--- src/rtl/mips_multicycle_ctrl_pkg.sv ---
// Shared types for the multicycle MIPS main controller: ALU operation select,
// opcode values and the registered control-word payload.
package mips_multicycle_ctrl_pkg;

    localparam int unsigned OP_W = 6;

    typedef enum logic [1:0] {
        ADD_Op    = 2'd0,
        SUB_Op    = 2'd1,
        R_Type_Op = 2'd2
    } alu_op_t;

    localparam logic [OP_W-1:0] OP_RTYPE = 6'h00;
    localparam logic [OP_W-1:0] OP_J     = 6'h02;
    localparam logic [OP_W-1:0] OP_BEQ   = 6'h04;
    localparam logic [OP_W-1:0] OP_ADDI  = 6'h08;
    localparam logic [OP_W-1:0] OP_LW    = 6'h23;
    localparam logic [OP_W-1:0] OP_SW    = 6'h2B;

    // Moore control word, registered from the next state.
    typedef struct packed {
        logic       pc_write;
        logic       pc_wr_cond;
        logic       iord;
        logic       mem_req;
        logic       mem_write;
        logic       reg_write;
        logic       reg_dst;
        logic       mem_to_reg;
        logic       alu_src_a;
        logic [1:0] alu_src_b;
        alu_op_t    alu_op;
        logic [1:0] pc_src;
    } ctrl_t;

endpackage

--- src/rtl/mips_multicycle_ctrl_if.sv ---
// Unified memory port between the controller (master) and the memory (slave).
interface mips_multicycle_ctrl_if;

    logic mem_req;
    logic mem_write;
    logic iord;
    logic mem_ready;

    modport master (
        output mem_req,
        output mem_write,
        output iord,
        input  mem_ready
    );

    modport slave (
        input  mem_req,
        input  mem_write,
        input  iord,
        output mem_ready
    );

endinterface

--- src/rtl/mips_multicycle_ctrl.sv ---
// Main control FSM of the multicycle MIPS core: sequences ALU, IR, PC and the
// unified memory port, stalls on mem_ready and traps bad opcodes / memory timeouts.
module mips_multicycle_ctrl
    import mips_multicycle_ctrl_pkg::*;
#(
    parameter int unsigned MEM_TIMEOUT = 16,
    parameter int unsigned CNT_W       = 5
) (
    input  logic                          clk,
    input  logic                          rst_n,
    input  logic [OP_W-1:0]               opcode,
    input  logic                          zero,
    input  logic                          err_clear,
    mips_multicycle_ctrl_if.master        mem_bus,
    output logic                          ir_write,
    output logic                          pc_write,
    output logic                          pc_wr_cond,
    output logic                          reg_write,
    output logic                          reg_dst,
    output logic                          mem_to_reg,
    output logic                          alu_src_a,
    output logic [1:0]                    alu_src_b,
    output alu_op_t                       alu_op,
    output logic [1:0]                    pc_src,
    output logic                          illegal_op,
    output logic                          mem_timeout
);

    localparam int unsigned ST_W = 4;

    typedef enum logic [ST_W-1:0] {
        S_IDLE   = 4'd0,
        S_FETCH  = 4'd1,
        S_DECODE = 4'd2,
        S_MEMADR = 4'd3,
        S_MEMRD  = 4'd4,
        S_MEMWB  = 4'd5,
        S_MEMWR  = 4'd6,
        S_EXEC   = 4'd7,
        S_ALUWB  = 4'd8,
        S_BRANCH = 4'd9,
        S_ADDIEX = 4'd10,
        S_ADDIWB = 4'd11,
        S_JUMP   = 4'd12,
        S_ERR    = 4'd13
    } state_t;

    localparam logic [CNT_W-1:0] WAIT_LIMIT = CNT_W'(MEM_TIMEOUT - 1);

    state_t           state_q, state_d;
    logic [CNT_W-1:0] wait_cnt_q, wait_cnt_d;
    ctrl_t            ctrl_q, ctrl_d;
    logic             illegal_q, illegal_d;
    logic             timeout_q, timeout_d;
    logic             set_illegal, set_timeout;
    logic             wait_state, stalled;
    logic             fetch_done_c;

    // The zero flag qualifies pc_wr_cond in the datapath, not here.
    logic unused_zero;
    assign unused_zero = zero;

    // State, wait counter, control word and error flags.
    always_ff @(posedge clk or negedge rst_n) begin
        if (!rst_n) begin
            state_q    <= S_IDLE;
            wait_cnt_q <= '0;
            ctrl_q     <= '0;
            illegal_q  <= 1'b0;
            timeout_q  <= 1'b0;
        end else begin
            state_q    <= state_d;
            wait_cnt_q <= wait_cnt_d;
            ctrl_q     <= ctrl_d;
            illegal_q  <= illegal_d;
            timeout_q  <= timeout_d;
        end
    end

    // Next-state and wait-counter logic.
    always_comb begin
        state_d     = state_q;
        set_illegal = 1'b0;
        set_timeout = 1'b0;
        wait_state  = (state_q == S_FETCH) || (state_q == S_MEMRD) || (state_q == S_MEMWR);
        stalled     = wait_state && !mem_bus.mem_ready;

        case (state_q)
            S_IDLE:   state_d = S_FETCH;
            S_FETCH:  if (mem_bus.mem_ready) state_d = S_DECODE;
            S_DECODE: begin
                case (opcode)
                    OP_LW, OP_SW: state_d = S_MEMADR;
                    OP_RTYPE:     state_d = S_EXEC;
                    OP_BEQ:       state_d = S_BRANCH;
                    OP_ADDI:      state_d = S_ADDIEX;
                    OP_J:         state_d = S_JUMP;
                    default: begin
                        state_d     = S_ERR;
                        set_illegal = 1'b1;
                    end
                endcase
            end
            S_MEMADR: state_d = (opcode == OP_SW) ? S_MEMWR : S_MEMRD;
            S_MEMRD:  if (mem_bus.mem_ready) state_d = S_MEMWB;
            S_MEMWB:  state_d = S_FETCH;
            S_MEMWR:  if (mem_bus.mem_ready) state_d = S_FETCH;
            S_EXEC:   state_d = S_ALUWB;
            S_ALUWB:  state_d = S_FETCH;
            S_BRANCH: state_d = S_FETCH;
            S_ADDIEX: state_d = S_ADDIWB;
            S_ADDIWB: state_d = S_FETCH;
            S_JUMP:   state_d = S_FETCH;
            S_ERR:    if (err_clear) state_d = S_IDLE;
            default:  state_d = S_IDLE;
        endcase

        // A ready arriving on the limit cycle lets the access complete normally.
        if (stalled && (wait_cnt_q == WAIT_LIMIT)) begin
            state_d     = S_ERR;
            set_timeout = 1'b1;
        end

        if (state_d != state_q) begin
            wait_cnt_d = '0;
        end else if (stalled) begin
            wait_cnt_d = wait_cnt_q + CNT_W'(1);
        end else begin
            wait_cnt_d = wait_cnt_q;
        end
    end

    // Control word decoded from the next state so every strobe leaves a flop.
    always_comb begin
        ctrl_d        = '0;
        ctrl_d.alu_op = ADD_Op;
        case (state_d)
            S_FETCH: begin
                ctrl_d.mem_req   = 1'b1;
                ctrl_d.alu_src_b = 2'd1;
            end
            S_DECODE: ctrl_d.alu_src_b = 2'd3;
            S_MEMADR: begin
                ctrl_d.alu_src_a = 1'b1;
                ctrl_d.alu_src_b = 2'd2;
            end
            S_MEMRD: begin
                ctrl_d.mem_req = 1'b1;
                ctrl_d.iord    = 1'b1;
            end
            S_MEMWB: begin
                ctrl_d.reg_write  = 1'b1;
                ctrl_d.mem_to_reg = 1'b1;
            end
            S_MEMWR: begin
                ctrl_d.mem_req   = 1'b1;
                ctrl_d.mem_write = 1'b1;
                ctrl_d.iord      = 1'b1;
            end
            S_EXEC: begin
                ctrl_d.alu_src_a = 1'b1;
                ctrl_d.alu_op    = R_Type_Op;
            end
            S_ALUWB: begin
                ctrl_d.reg_write = 1'b1;
                ctrl_d.reg_dst   = 1'b1;
            end
            S_BRANCH: begin
                ctrl_d.alu_src_a  = 1'b1;
                ctrl_d.alu_op     = SUB_Op;
                ctrl_d.pc_wr_cond = 1'b1;
                ctrl_d.pc_src     = 2'd1;
            end
            S_ADDIEX: begin
                ctrl_d.alu_src_a = 1'b1;
                ctrl_d.alu_src_b = 2'd2;
            end
            S_ADDIWB: ctrl_d.reg_write = 1'b1;
            S_JUMP: begin
                ctrl_d.pc_write = 1'b1;
                ctrl_d.pc_src   = 2'd2;
            end
            default: ;
        endcase

        illegal_d = (state_d == S_ERR) && (set_illegal || illegal_q);
        timeout_d = (state_d == S_ERR) && (set_timeout || timeout_q);
    end

    // IR and PC capture the fetched word on the edge that ends the fetch.
    assign fetch_done_c = (state_q == S_FETCH) && mem_bus.mem_ready;

    assign ir_write          = fetch_done_c;
    assign pc_write          = ctrl_q.pc_write || fetch_done_c;
    assign pc_wr_cond        = ctrl_q.pc_wr_cond;
    assign mem_bus.iord      = ctrl_q.iord;
    assign mem_bus.mem_req   = ctrl_q.mem_req;
    assign mem_bus.mem_write = ctrl_q.mem_write;
    assign reg_write         = ctrl_q.reg_write;
    assign reg_dst           = ctrl_q.reg_dst;
    assign mem_to_reg        = ctrl_q.mem_to_reg;
    assign alu_src_a         = ctrl_q.alu_src_a;
    assign alu_src_b         = ctrl_q.alu_src_b;
    assign alu_op            = ctrl_q.alu_op;
    assign pc_src            = ctrl_q.pc_src;
    assign illegal_op        = illegal_q;
    assign mem_timeout       = timeout_q;

endmodule

--- src/flat_wrapper.sv ---
// flat-port wrapper written by rule: the top's interface ports become plain ports
module mips_multicycle_ctrl_flat import mips_multicycle_ctrl_pkg::*;
#(
    parameter int unsigned MEM_TIMEOUT = 16,
    parameter int unsigned CNT_W       = 5
)
  (clk, rst_n, opcode, zero, err_clear, ir_write, pc_write, pc_wr_cond, reg_write, reg_dst, mem_to_reg, alu_src_a, alu_src_b, alu_op, pc_src, illegal_op, mem_timeout, mem_bus_mem_req, mem_bus_mem_write, mem_bus_iord, mem_bus_mem_ready);
  mips_multicycle_ctrl_if mem_bus_i ();
  input  logic clk;
  input  logic rst_n;
  input  logic [OP_W-1:0] opcode;
  input  logic zero;
  input  logic err_clear;
  output logic ir_write;
  output logic pc_write;
  output logic pc_wr_cond;
  output logic reg_write;
  output logic reg_dst;
  output logic mem_to_reg;
  output logic alu_src_a;
  output logic [1:0] alu_src_b;
  output alu_op_t alu_op;
  output logic [1:0] pc_src;
  output logic illegal_op;
  output logic mem_timeout;
  output wire logic [$bits(mem_bus_i.mem_req)-1:0] mem_bus_mem_req;
  output wire logic [$bits(mem_bus_i.mem_write)-1:0] mem_bus_mem_write;
  output wire logic [$bits(mem_bus_i.iord)-1:0] mem_bus_iord;
  input wire logic [$bits(mem_bus_i.mem_ready)-1:0] mem_bus_mem_ready;
  assign mem_bus_mem_req = mem_bus_i.mem_req;
  assign mem_bus_mem_write = mem_bus_i.mem_write;
  assign mem_bus_iord = mem_bus_i.iord;
  assign mem_bus_i.mem_ready = mem_bus_mem_ready;
  mips_multicycle_ctrl #(.MEM_TIMEOUT(MEM_TIMEOUT), .CNT_W(CNT_W)) u_core (.clk(clk), .rst_n(rst_n), .opcode(opcode), .zero(zero), .err_clear(err_clear), .mem_bus(mem_bus_i), .ir_write(ir_write), .pc_write(pc_write), .pc_wr_cond(pc_wr_cond), .reg_write(reg_write), .reg_dst(reg_dst), .mem_to_reg(mem_to_reg), .alu_src_a(alu_src_a), .alu_src_b(alu_src_b), .alu_op(alu_op), .pc_src(pc_src), .illegal_op(illegal_op), .mem_timeout(mem_timeout));
endmodule
--- config.mk ---
export PLATFORM = sky130hd
export DESIGN_NAME = mips_multicycle_ctrl_flat
export DESIGN_NICKNAME = d
export VERILOG_FILES = /design/src/rtl/mips_multicycle_ctrl_pkg.sv /design/src/rtl/mips_multicycle_ctrl_if.sv /design/src/rtl/mips_multicycle_ctrl.sv /design/src/flat_wrapper.sv
export SDC_FILE = /design/constraint.sdc
export NUM_CORES = 1
export LEC_CHECK = 0
export ABC_AREA = 1
export ABC_CLOCK_PERIOD_IN_PS = 2250
export BUFFER_PORTS_ARGS = -buffer_cell sky130_fd_sc_hd__buf_4
export CAP_MARGIN = 20
export CORE_UTILIZATION = 54
export CTS_CLUSTER_SIZE = 16
export DETAILED_ROUTE_END_ITERATION = 16
export PLACE_DENSITY = 0.89
export SYNTH_ARGS = -nofsm -noshare
export SYNTH_HDL_FRONTEND = slang
export SYNTH_SLANG_ARGS = --single-unit
export TNS_END_PERCENT = 100
--- constraint.sdc ---
create_clock -name clk -period 2.25 [get_ports clk]
set_clock_uncertainty 0.1 [all_clocks]
set_input_delay 0.225 -clock clk [delete_from_list [all_inputs] [get_ports clk]]
set_output_delay 0.225 -clock clk [all_outputs]
set_load 0.02 [all_outputs]
==> metrics.txt, run 1 <==
# TYPE chip_impl_metric gauge
chip_impl_metric{name="met2RoutedLength",unit="um"} 1500
chip_impl_metric{name="power.leakage",unit="uW"} 0.000955
chip_impl_metric{name="met3_length",unit="um"} 118
chip_impl_metric{name="maxCapViolations",unit=""} 0
chip_impl_info{name="grt_setup_unrepaired",value="no"} 1
chip_impl_metric{name="fillCellCount",unit=""} 238
chip_impl_metric{name="synth_cells",unit=""} 187
chip_impl_info{name="regToRegStartpoint",value="u_core.state_q[3]"} 1
chip_impl_metric{name="power-per-cell-area",unit="nW/um^2"} 1310
chip_impl_info{name="largest-register",value="u_core.wait_cnt_q"} 1
chip_impl_metric{name="cts.sink_count",unit=""} 24
chip_impl_metric{name="timing_worst_slew_pin_value",unit="ps"} 343
chip_impl_info{name="endpoint_type_of_the_worst_setup_path",value="output pin"} 1
chip_impl_info{name="route.top_layer_used",value="met4"} 1
chip_impl_metric{name="die_width",unit="um"} 54.9
chip_impl_info{name="result_of_the_run",value="completed"} 1
chip_impl_metric{name="worst-r2r-cell-count",unit=""} 11
chip_impl_metric{name="worstPathArrival",unit="ps"} 1710
chip_impl_metric{name="vias",unit=""} 1291
chip_impl_metric{name="grt_pass1_wl",unit="um"} 5080
chip_impl_metric{name="floorplan.core_area",unit="um^2"} 2570
chip_impl_metric{name="dp_worst_setup_slack",unit="ps"} 319
chip_impl_metric{name="number_of_antenna_violations_at_the_first_check_in_global_routing",unit=""} 0
chip_impl_metric{name="avgViaCountPerCell",unit=""} 5.31
chip_impl_metric{name="cts_repair_resize_count",unit=""} 0
chip_impl_info{name="reg.largest.list",value="u_core.wait_cnt_q x5, u_core.state_q x4"} 1
chip_impl_metric{name="nNetsFinal",unit=""} 227
chip_impl_metric{name="clock_tree.htree_level_count",unit=""} 1
chip_impl_metric{name="track_usage",unit="%"} 23.6
chip_impl_metric{name="synth_area",unit="um^2"} 1510
chip_impl_metric{name="worst_max_slew_margin_expressed_relative_to_the_limit",unit="%"} 77.0
chip_impl_info{name="layout.cells.most_common_list",value="sky130_fd_sc_hd__nand2_1, sky130_fd_sc_hd__buf_4, sky130_fd_sc_hd__dfrtp_1, sky130_fd_sc_hd__inv_1, sky130_fd_sc_hd__nor2_1"} 1
chip_impl_metric{name="async_reset_ff_share",unit="%"} 100
chip_impl_metric{name="yosysUniqueCellTypes",unit=""} 29
chip_impl_metric{name="worst_ep_required_time",unit="ps"} 1920
chip_impl_info{name="crit_chain",value="inv_1, nand2_2, nor2_2, nand2_2, inv_1, or2_2, buf_4"} 1
chip_impl_metric{name="cts-buffers-inserted",unit=""} 3
chip_impl_metric{name="report.final.slew_viol_count",unit=""} 0
chip_impl_metric{name="timing.final.setup_violations",unit=""} 0
chip_impl_metric{name="worst_hold_margin",unit="ps"} 88.9
chip_impl_metric{name="number_of_placement_rows",unit=""} 18
chip_impl_info{name="start_kind",value="register"} 1
chip_impl_metric{name="crit_path_max_fanout",unit=""} 5
chip_impl_metric{name="cts_buffer_depth",unit=""} 2
chip_impl_metric{name="setup.reg_to_reg.worst_slack",unit="ps"} 250
chip_impl_metric{name="die_h",unit="um"} 54.9
chip_impl_info{name="crit_slowest_cell",value="sky130_fd_sc_hd__dfrtp_1"} 1
chip_impl_metric{name="global_route.overflow_total",unit=""} 0
chip_impl_metric{name="area_delta_synth_final",unit="%"} 17.0
chip_impl_metric{name="port_buffers",unit=""} 27
chip_impl_info{name="rr_endpoint",value="u_core.wait_cnt_q[4]"} 1
chip_impl_info{name="worst-setup-path-type",value="reg2out"} 1
chip_impl_metric{name="clkSlewWorstSetupHoldPaths",unit="ps"} 130
chip_impl_metric{name="wl_met1",unit="um"} 1240
chip_impl_metric{name="post-route-period-util",unit="%"} 90.3
chip_impl_metric{name="timing.final.crit_period",unit="ps"} 2030
chip_impl_metric{name="routedWlPerCell",unit="um"} 11.9
chip_impl_metric{name="mappedNetlistNets",unit=""} 200
chip_impl_info{name="min-delay-path-class",value="in2reg"} 1
chip_impl_metric{name="drt-initial-drc-count",unit=""} 31
chip_impl_metric{name="critPathMaxStageDelay",unit="ps"} 490
chip_impl_metric{name="yosysSeqAreaShare",unit="%"} 39.7
chip_impl_metric{name="first_global_vias",unit=""} 1247
chip_impl_metric{name="detailedPlacementHpwl",unit="um"} 2260
chip_impl_metric{name="route.final.wire_length",unit="um"} 2890
chip_impl_metric{name="grt_start_max_net_pins",unit=""} 25
chip_impl_info{name="min_delay_worst_endpoint",value="u_core.alu_src_b[0]"} 1
chip_impl_metric{name="final_weighted_congestion_in_routability_driven_placement",unit=""} 0.836
chip_impl_metric{name="count_of_flip_flops_with_a_built_in_enable_after_synthesis",unit=""} 0
chip_impl_metric{name="clkLatencyLatePin",unit="ps"} 320
chip_impl_metric{name="max_freq",unit="MHz"} 492
chip_impl_metric{name="initial_core_utilization",unit="%"} 58.9
chip_impl_metric{name="drt_pass1_iterations",unit=""} 4
chip_impl_metric{name="floorplan.die_area",unit="um^2"} 3020
chip_impl_info{name="root_buffer",value="sky130_fd_sc_hd__clkbuf_4"} 1
chip_impl_info{name="synth_top_flop_cell",value="sky130_fd_sc_hd__dfrtp_1"} 1
chip_impl_metric{name="ys_warn_count",unit=""} 0
chip_impl_metric{name="peakVddDrop",unit="mV"} 0.966
chip_impl_info{name="hp_start",value="mem_bus_mem_ready"} 1
chip_impl_metric{name="ys_seq_elements",unit=""} 24
chip_impl_metric{name="synth_area_per_cell",unit="um^2"} 8.09
chip_impl_metric{name="number_of_cells_after_detailed_placement",unit=""} 238
chip_impl_metric{name="timing.final.ws_setup",unit="ps"} 219
chip_impl_metric{name="worst_hold_path.num_cells",unit=""} 3
chip_impl_metric{name="fin_cells",unit=""} 243
chip_impl_metric{name="ant_nets",unit=""} 0
chip_impl_metric{name="route.detailed.drc",unit=""} 0
chip_impl_metric{name="largest_register_ff_count",unit=""} 5
chip_impl_metric{name="drive_gt1_share",unit="%"} 28.6
chip_impl_info{name="final_common_cell",value="sky130_fd_sc_hd__nand2_1"} 1
chip_impl_metric{name="totalNegativeSetupSlack",unit="ps"} 0
chip_impl_metric{name="finalHoldViolCount",unit=""} 0
chip_impl_metric{name="number_of_diodes",unit=""} 0
chip_impl_info{name="clock_tree_from_tritoncts",value="done"} 1
chip_impl_metric{name="floorplan.io_pins",unit=""} 29
critical path, delay by kind of cell (launching register included):
family	cells	cell delay, ps
AND/OR/NAND/NOR	4	540
flip-flops	1	490
buffers and inverters	3	360
logic make-up (layout without fill, tap and decap cells):
| logic type | count (synthesis) | in the layout | share of synthesized area, % |
|---|---|---|---|
| xor+xnor | 3 | 3 | 1.74 |
| fa+ha+maj | 2 | 2 | 1.65 |
| buf+inv | 29 | 55 | 8.68 |
| simple gates | 118 | 118 | 43.3 |
| compound gates | 10 | 10 | 4.22 |
| flops | 24 | 24 | 39.7 |
| mux | 1 | 1 | 0.662 |
area by class of cell:
type                    count  area, um^2  share of cell area (%)
clock inverters             1        30.0                    1.70
repair buffers             28         213                    12.0
clock buffers               3        22.5                    1.27
well taps                  30        37.5                    2.12
multi-input cells         134         781                    44.1
inverters                  23        86.3                    4.88
flip-flops and latches     24         601                    33.9
per-stage QoR:
stage,utilization [%],instance area [um^2],total power (uW)
final,69.0,1770,2320
after global routing,69.0,1770,2510
after CTS,69.0,1770,2320
after detailed placement,66.5,1710,2000
after global placement,66.5,1710,1960
after floorplan,-,1510,1690
layer usage:
metal / global-route usage (%) / vias to the layer above
met5: 0 / -
met4: 9.17 / 0
met3: 2.73 / 6
met2: 42.8 / 39
met1: 28.1 / 598
li1: - / 648
synth_stat cells, types with 2 or more instances:
| cell type | instances | area, um^2 |
|---|---|---|
| sky130_fd_sc_hd__nand2_2 | 7 | 43.8 |
| sky130_fd_sc_hd__inv_1 | 20 | 75.1 |
| sky130_fd_sc_hd__o21ai_0 | 3 | 15.0 |
| sky130_fd_sc_hd__inv_2 | 3 | 11.3 |
| sky130_fd_sc_hd__nor2_1 | 20 | 75.1 |
| sky130_fd_sc_hd__nor2_2 | 4 | 25.0 |
| sky130_fd_sc_hd__dfrtp_1 | 24 | 601 |
| sky130_fd_sc_hd__nand2_1 | 43 | 161 |
| sky130_fd_sc_hd__ha_1 | 2 | 25.0 |
| sky130_fd_sc_hd__nor3_1 | 4 | 20.0 |
| sky130_fd_sc_hd__nor2_4 | 2 | 22.5 |
| sky130_fd_sc_hd__xnor2_1 | 2 | 17.5 |
| sky130_fd_sc_hd__buf_4 | 6 | 45.0 |
| sky130_fd_sc_hd__nand3_1 | 18 | 90.1 |
| sky130_fd_sc_hd__nand3_4 | 3 | 52.6 |
| sky130_fd_sc_hd__nor3_2 | 5 | 50.1 |
| sky130_fd_sc_hd__nand4_1 | 5 | 31.3 |
| sky130_fd_sc_hd__nand2_4 | 2 | 22.5 |
| sky130_fd_sc_hd__a21oi_1 | 4 | 20.0 |
where the power goes:
group / switching (uW) / internal (uW)
clock network: 136 / 180
registers: 80.4 / 537
logic: 928 / 457
how the worst max path moves through the flow:
| stage | start | end | slack [ps] | depth (start not counted) |
|---|---|---|---|---|
| final | u_core.state_q[3] | pc_write | 220 | 7 |
| after global routing | u_core.state_q[3] | u_core.mem_timeout | 110 | 9 |
| after CTS | u_core.state_q[3] | pc_write | 220 | 7 |
| after detailed placement | u_core.wait_cnt_q[0] | u_core.alu_src_a | 320 | 9 |
| after global placement | u_core.wait_cnt_q[0] | u_core.alu_src_a | 350 | 9 |
| after floorplan | u_core.wait_cnt_q[0] | u_core.alu_src_a | 440 | 9 |
what timing repair did:
item                      CTS  global route
buffers inserted            0             0
hold buffers                1             0
hold endpoints to repair   24             0
No activity file was read; power rests on OpenSTA's default activity.
==> run 2, diff against run 1 <==
--- a/config.mk
+++ b/config.mk
@@ -5,14 +5,13 @@
 export SDC_FILE = /design/constraint.sdc
 export NUM_CORES = 1
 export LEC_CHECK = 0
-export ABC_AREA = 1
 export ABC_CLOCK_PERIOD_IN_PS = 2250
 export BUFFER_PORTS_ARGS = -buffer_cell sky130_fd_sc_hd__buf_4
 export CAP_MARGIN = 20
 export CORE_UTILIZATION = 54
 export CTS_CLUSTER_SIZE = 16
 export DETAILED_ROUTE_END_ITERATION = 16
-export PLACE_DENSITY = 0.89
+export PLACE_DENSITY = 0.9
 export SYNTH_ARGS = -nofsm -noshare
 export SYNTH_HDL_FRONTEND = slang
 export SYNTH_SLANG_ARGS = --single-unit
==> run 2 against run 1 <==
The flow now finishes with violations (negative setup slack). First-iteration DRC count increased to 3.1 times the previous value. Setup slack lost 460 ps. Fmax down 19%. Combinational power increased by 54%. Clock-buffer cell count grew 1. Non-clock buffer count rose by 48. Die area shrank 4.1%. Utilization up 18 points. Sequential share of layout area down 6.1 points. Cell area increased by 23%. Largest cell class unchanged. Largest power group unchanged.
==> metrics.txt, run 2 <==
# TYPE chip_impl_metric gauge
chip_impl_info{name="result_of_the_run",value="finished, violations left"} 1
chip_impl_info{name="violations",value="negative setup slack"} 1
chip_impl_metric{name="clkLatencyLatePin",unit="ps"} 330
chip_impl_metric{name="drive_gt1_share",unit="%"} 49.1
chip_impl_metric{name="final_weighted_congestion_in_routability_driven_placement",unit=""} 0.892
chip_impl_info{name="worst-setup-path-type",value="reg2reg"} 1
chip_impl_metric{name="route.final.wire_length",unit="um"} 5800
chip_impl_metric{name="power_switching",unit="uW"} 1400
chip_impl_metric{name="regArea",unit="um^2"} 606
chip_impl_metric{name="grt_pass1_wl",unit="um"} 6720
chip_impl_info{name="clock_tree_from_tritoncts",value="done"} 1
chip_impl_info{name="synthMostInstantiatedCell",value="sky130_fd_sc_hd__dfrtp_1"} 1
chip_impl_metric{name="drt_pass1_iterations",unit=""} 4
chip_impl_metric{name="port_buffers",unit=""} 27
chip_impl_metric{name="ys_warn_count",unit=""} 0
chip_impl_info{name="layout.cells.most_common_list",value="sky130_fd_sc_hd__buf_4, sky130_fd_sc_hd__dfrtp_1, sky130_fd_sc_hd__nor2_1, sky130_fd_sc_hd__nand2b_1"} 1
chip_impl_metric{name="post-route-period-util",unit="%"} 111
chip_impl_info{name="start_kind",value="register"} 1
chip_impl_metric{name="multiInputGateArea",unit="um^2"} 886
chip_impl_metric{name="largest_register_ff_count",unit=""} 5
chip_impl_metric{name="synth_area_per_cell",unit="um^2"} 9.66
chip_impl_metric{name="max_freq",unit="MHz"} 401
chip_impl_metric{name="track_usage",unit="%"} 33.2
chip_impl_metric{name="use_met2",unit="%"} 59.3
chip_impl_metric{name="groute.layer.met3.usage",unit="%"} 7.63
chip_impl_metric{name="totalNegativeSetupSlack",unit="ps"} -1440
chip_impl_info{name="largest-register",value="u_core.wait_cnt_q"} 1
chip_impl_metric{name="clock_tree.htree_level_count",unit=""} 1
chip_impl_info{name="synthDominantAreaCellType",value="sky130_fd_sc_hd__dfrtp_1"} 1
chip_impl_metric{name="number_of_antenna_violations_at_the_first_check_in_global_routing",unit=""} 0
chip_impl_info{name="min_delay_worst_endpoint",value="u_core.mem_to_reg"} 1
chip_impl_metric{name="cts.sink_count",unit=""} 24
chip_impl_metric{name="count_of_flip_flops_with_a_built_in_enable_after_synthesis",unit=""} 0
chip_impl_metric{name="crit_path_max_fanout",unit=""} 5
chip_impl_info{name="final_common_cell",value="sky130_fd_sc_hd__buf_4"} 1
chip_impl_metric{name="grt_start_max_net_pins",unit=""} 25
chip_impl_metric{name="fillCellCount",unit=""} 98
chip_impl_metric{name="power.leakage",unit="uW"} 0.00103
chip_impl_info{name="grt_setup_unrepaired",value="yes"} 1
chip_impl_metric{name="timing.final.setup_violations",unit=""} 11
chip_impl_metric{name="floorplan.io_pins",unit=""} 29
chip_impl_info{name="synth_top_flop_cell",value="sky130_fd_sc_hd__dfrtp_1"} 1
chip_impl_metric{name="p_seq_share",unit="%"} 21.9
chip_impl_info{name="crit_start",value="u_core.wait_cnt_q[0]"} 1
chip_impl_metric{name="maxCapViolations",unit=""} 0
chip_impl_metric{name="floorplan.core_area",unit="um^2"} 2500
chip_impl_metric{name="mappedNetlistNets",unit=""} 163
chip_impl_metric{name="die_h",unit="um"} 53.8
chip_impl_metric{name="yosysSeqAreaShare",unit="%"} 41.5
chip_impl_metric{name="timing.final.crit_period",unit="ps"} 2500
chip_impl_metric{name="route.detailed.drc",unit=""} 0
chip_impl_metric{name="number_of_placement_rows",unit=""} 18
chip_impl_metric{name="clockPowerShare",unit="%"} 7.9
chip_impl_metric{name="worstPathArrival",unit="ps"} 2610
chip_impl_info{name="min-delay-path-class",value="in2reg"} 1
chip_impl_metric{name="synth_top_area_share",unit="%"} 41.5
chip_impl_metric{name="power_report.internal_total",unit="uW"} 1630
chip_impl_metric{name="detailedPlacementHpwl",unit="um"} 2600
chip_impl_metric{name="vias",unit=""} 1611
chip_impl_metric{name="worst_hold_path.num_cells",unit=""} 3
chip_impl_metric{name="power-per-cell-area",unit="nW/um^2"} 1390
chip_impl_info{name="reg.largest.list",value="u_core.wait_cnt_q x5, u_core.state_q x4"} 1
chip_impl_metric{name="groute.layer.met1.usage",unit="%"} 36.9
chip_impl_info{name="regToRegStartpoint",value="u_core.wait_cnt_q[0]"} 1
chip_impl_metric{name="ant_nets",unit=""} 0
chip_impl_metric{name="number_of_diodes",unit=""} 0
chip_impl_metric{name="setup.reg_to_reg.worst_slack",unit="ps"} -250
chip_impl_metric{name="placed_cell_area",unit="um^2"} 1850
chip_impl_info{name="most_used_standard_cells_in_the_synthesized_netlist",value="sky130_fd_sc_hd__dfrtp_1, sky130_fd_sc_hd__nor2_1, sky130_fd_sc_hd__nand2b_1, sky130_fd_sc_hd__a21oi_1, sky130_fd_sc_hd__buf_4"} 1
chip_impl_metric{name="combinational_cell_fraction_of_total_power",unit="%"} 70.2
chip_impl_metric{name="async_reset_ff_share",unit="%"} 100
chip_impl_metric{name="power.switching_fraction",unit="%"} 46.2
chip_impl_metric{name="peakVddDrop",unit="mV"} 1.21
chip_impl_metric{name="report.final.slew_viol_count",unit=""} 0
chip_impl_metric{name="floorplan.die_area",unit="um^2"} 2890
chip_impl_metric{name="timing.final.ws_setup",unit="ps"} -246
chip_impl_metric{name="avgViaCountPerCell",unit=""} 6.50
chip_impl_info{name="globalRoute.busiestLayer",value="met2"} 1
chip_impl_metric{name="synth_area",unit="um^2"} 1450
chip_impl_metric{name="worst_hold_margin",unit="ps"} 176
chip_impl_metric{name="initial_core_utilization",unit="%"} 58.0
chip_impl_metric{name="synth_cells",unit=""} 150
chip_impl_metric{name="drt-initial-drc-count",unit=""} 96
chip_impl_info{name="hp_start",value="mem_bus_mem_ready"} 1
chip_impl_metric{name="die_width",unit="um"} 53.8
chip_impl_info{name="rr_endpoint",value="u_core.wait_cnt_q[3]"} 1
chip_impl_metric{name="yosysUniqueCellTypes",unit=""} 50
chip_impl_metric{name="global_route.overflow_total",unit=""} 0
chip_impl_metric{name="finish.instance_area",unit="um^2"} 2180
chip_impl_metric{name="worst_max_slew_margin_expressed_relative_to_the_limit",unit="%"} 67.4
chip_impl_metric{name="area_delta_synth_final",unit="%"} 50.3
chip_impl_metric{name="worst_ep_required_time",unit="ps"} 2370
chip_impl_metric{name="worst-r2r-cell-count",unit=""} 9
chip_impl_metric{name="cts-buffers-inserted",unit=""} 3
chip_impl_metric{name="finalHoldViolCount",unit=""} 0
chip_impl_metric{name="routedWlPerCell",unit="um"} 23.4
chip_impl_info{name="synth_area_leaders",value="sky130_fd_sc_hd__dfrtp_1, sky130_fd_sc_hd__nand2b_1, sky130_fd_sc_hd__buf_4"} 1
chip_impl_metric{name="cts_buffer_depth",unit=""} 2
chip_impl_info{name="endpoint_type_of_the_worst_setup_path",value="register"} 1
chip_impl_metric{name="clkSlewWorstSetupHoldPaths",unit="ps"} 140
chip_impl_metric{name="first_global_vias",unit=""} 1500
chip_impl_metric{name="ys_seq_elements",unit=""} 24
chip_impl_info{name="root_buffer",value="sky130_fd_sc_hd__clkbuf_4"} 1
chip_impl_metric{name="nNetsFinal",unit=""} 232
chip_impl_metric{name="timing_worst_slew_pin_value",unit="ps"} 484
## run 2: cell types whose count changed in the layout (fill, tap and decap cells not counted), sizes merged, moves of 4 or more
cell,change
nand2,-49
nand3,-17
inv,-19
nand2b,+10
nand4,-6
xnor2,+4
nor2,-12
buf,+48
## run 2: through the flow
stage	std cells	total power, uW	util (%)	worst slack [ps]
global placement	222	2020	74.0	-59.0
finish	248	3030	87.1	-246
CTS	240	2460	81.6	-86.3
detailed placement	222	2090	74.0	-154
floorplan	150	1540	-	3.80
global route	248	3190	87.1	-536
## run 2: repair_timing
item | CTS | global route
resized for setup | 10 | 17
endpoints found under the setup margin | 17 | 13
buffers inserted | 13 | 8
pin swaps | 6 | 7
hold buffers | 1 | 0
hold endpoints to repair | 24 | 0
## run 2: cells by family after synthesis
logic type	after synthesis	share of synthesized area (%)
compound gates	35	18.7
xor+xnor	8	4.84
fa+ha+maj	2	1.73
buf+inv	17	6.48
flops	24	41.5
mux	1	0.691
simple gates	63	26.2
## run 2: critical path, stage by stage (launching register included)
cell and delay (ps):
sky130_fd_sc_hd__dfrtp_1 390, sky130_fd_sc_hd__ha_2 190, sky130_fd_sc_hd__and3_4 210, sky130_fd_sc_hd__ha_4 130
sky130_fd_sc_hd__or3b_4 410, sky130_fd_sc_hd__nor2_1 110, sky130_fd_sc_hd__nor3_1 70, sky130_fd_sc_hd__o21ai_0 340
sky130_fd_sc_hd__a311o_1 360, sky130_fd_sc_hd__nor2_1 70
## run 2: power by group through the flow
stage               logic, uW  clock network [uW]  registers (uW)
CTS                      1600                 224             641
detailed placement       1430                   0             663
global route             2250                 256             686
floorplan                 896                   0             646
finish                   2130                 238             664
global placement         1370                   0             652
## run 2: per-layer routing
| metal | wire length [um] | up-vias |
|---|---|---|
| li1 | - | 676 |
| met1 | 2110 | 762 |
| met2 | 2960 | 134 |
| met3 | 480 | 39 |
| met4 | 252 | 0 |
| met5 | 0 | - |
## run 2: final cells by class
cell class / count / share of cell area (%)
repair buffers: 76 / 27.2
flip-flops and latches: 24 / 27.8
well taps: 30 / 1.72
inverters: 5 / 0.862
clock buffers: 4 / 1.67
multi-input cells: 109 / 40.7
## run 2: worst max-delay path by stage
stage                        endpoint  slack [ps]  depth (start not counted)
6_report         u_core.wait_cnt_q[3]        -250                          9
5_1_grt        u_core.mem_bus.mem_req        -540                          7
4_1_cts          u_core.wait_cnt_q[2]         -90                          9
3_5_place_dp     u_core.wait_cnt_q[2]        -150                          7
3_3_place_gp     u_core.wait_cnt_q[0]         -60                          7
2_1_floorplan    u_core.wait_cnt_q[0]           4                          9
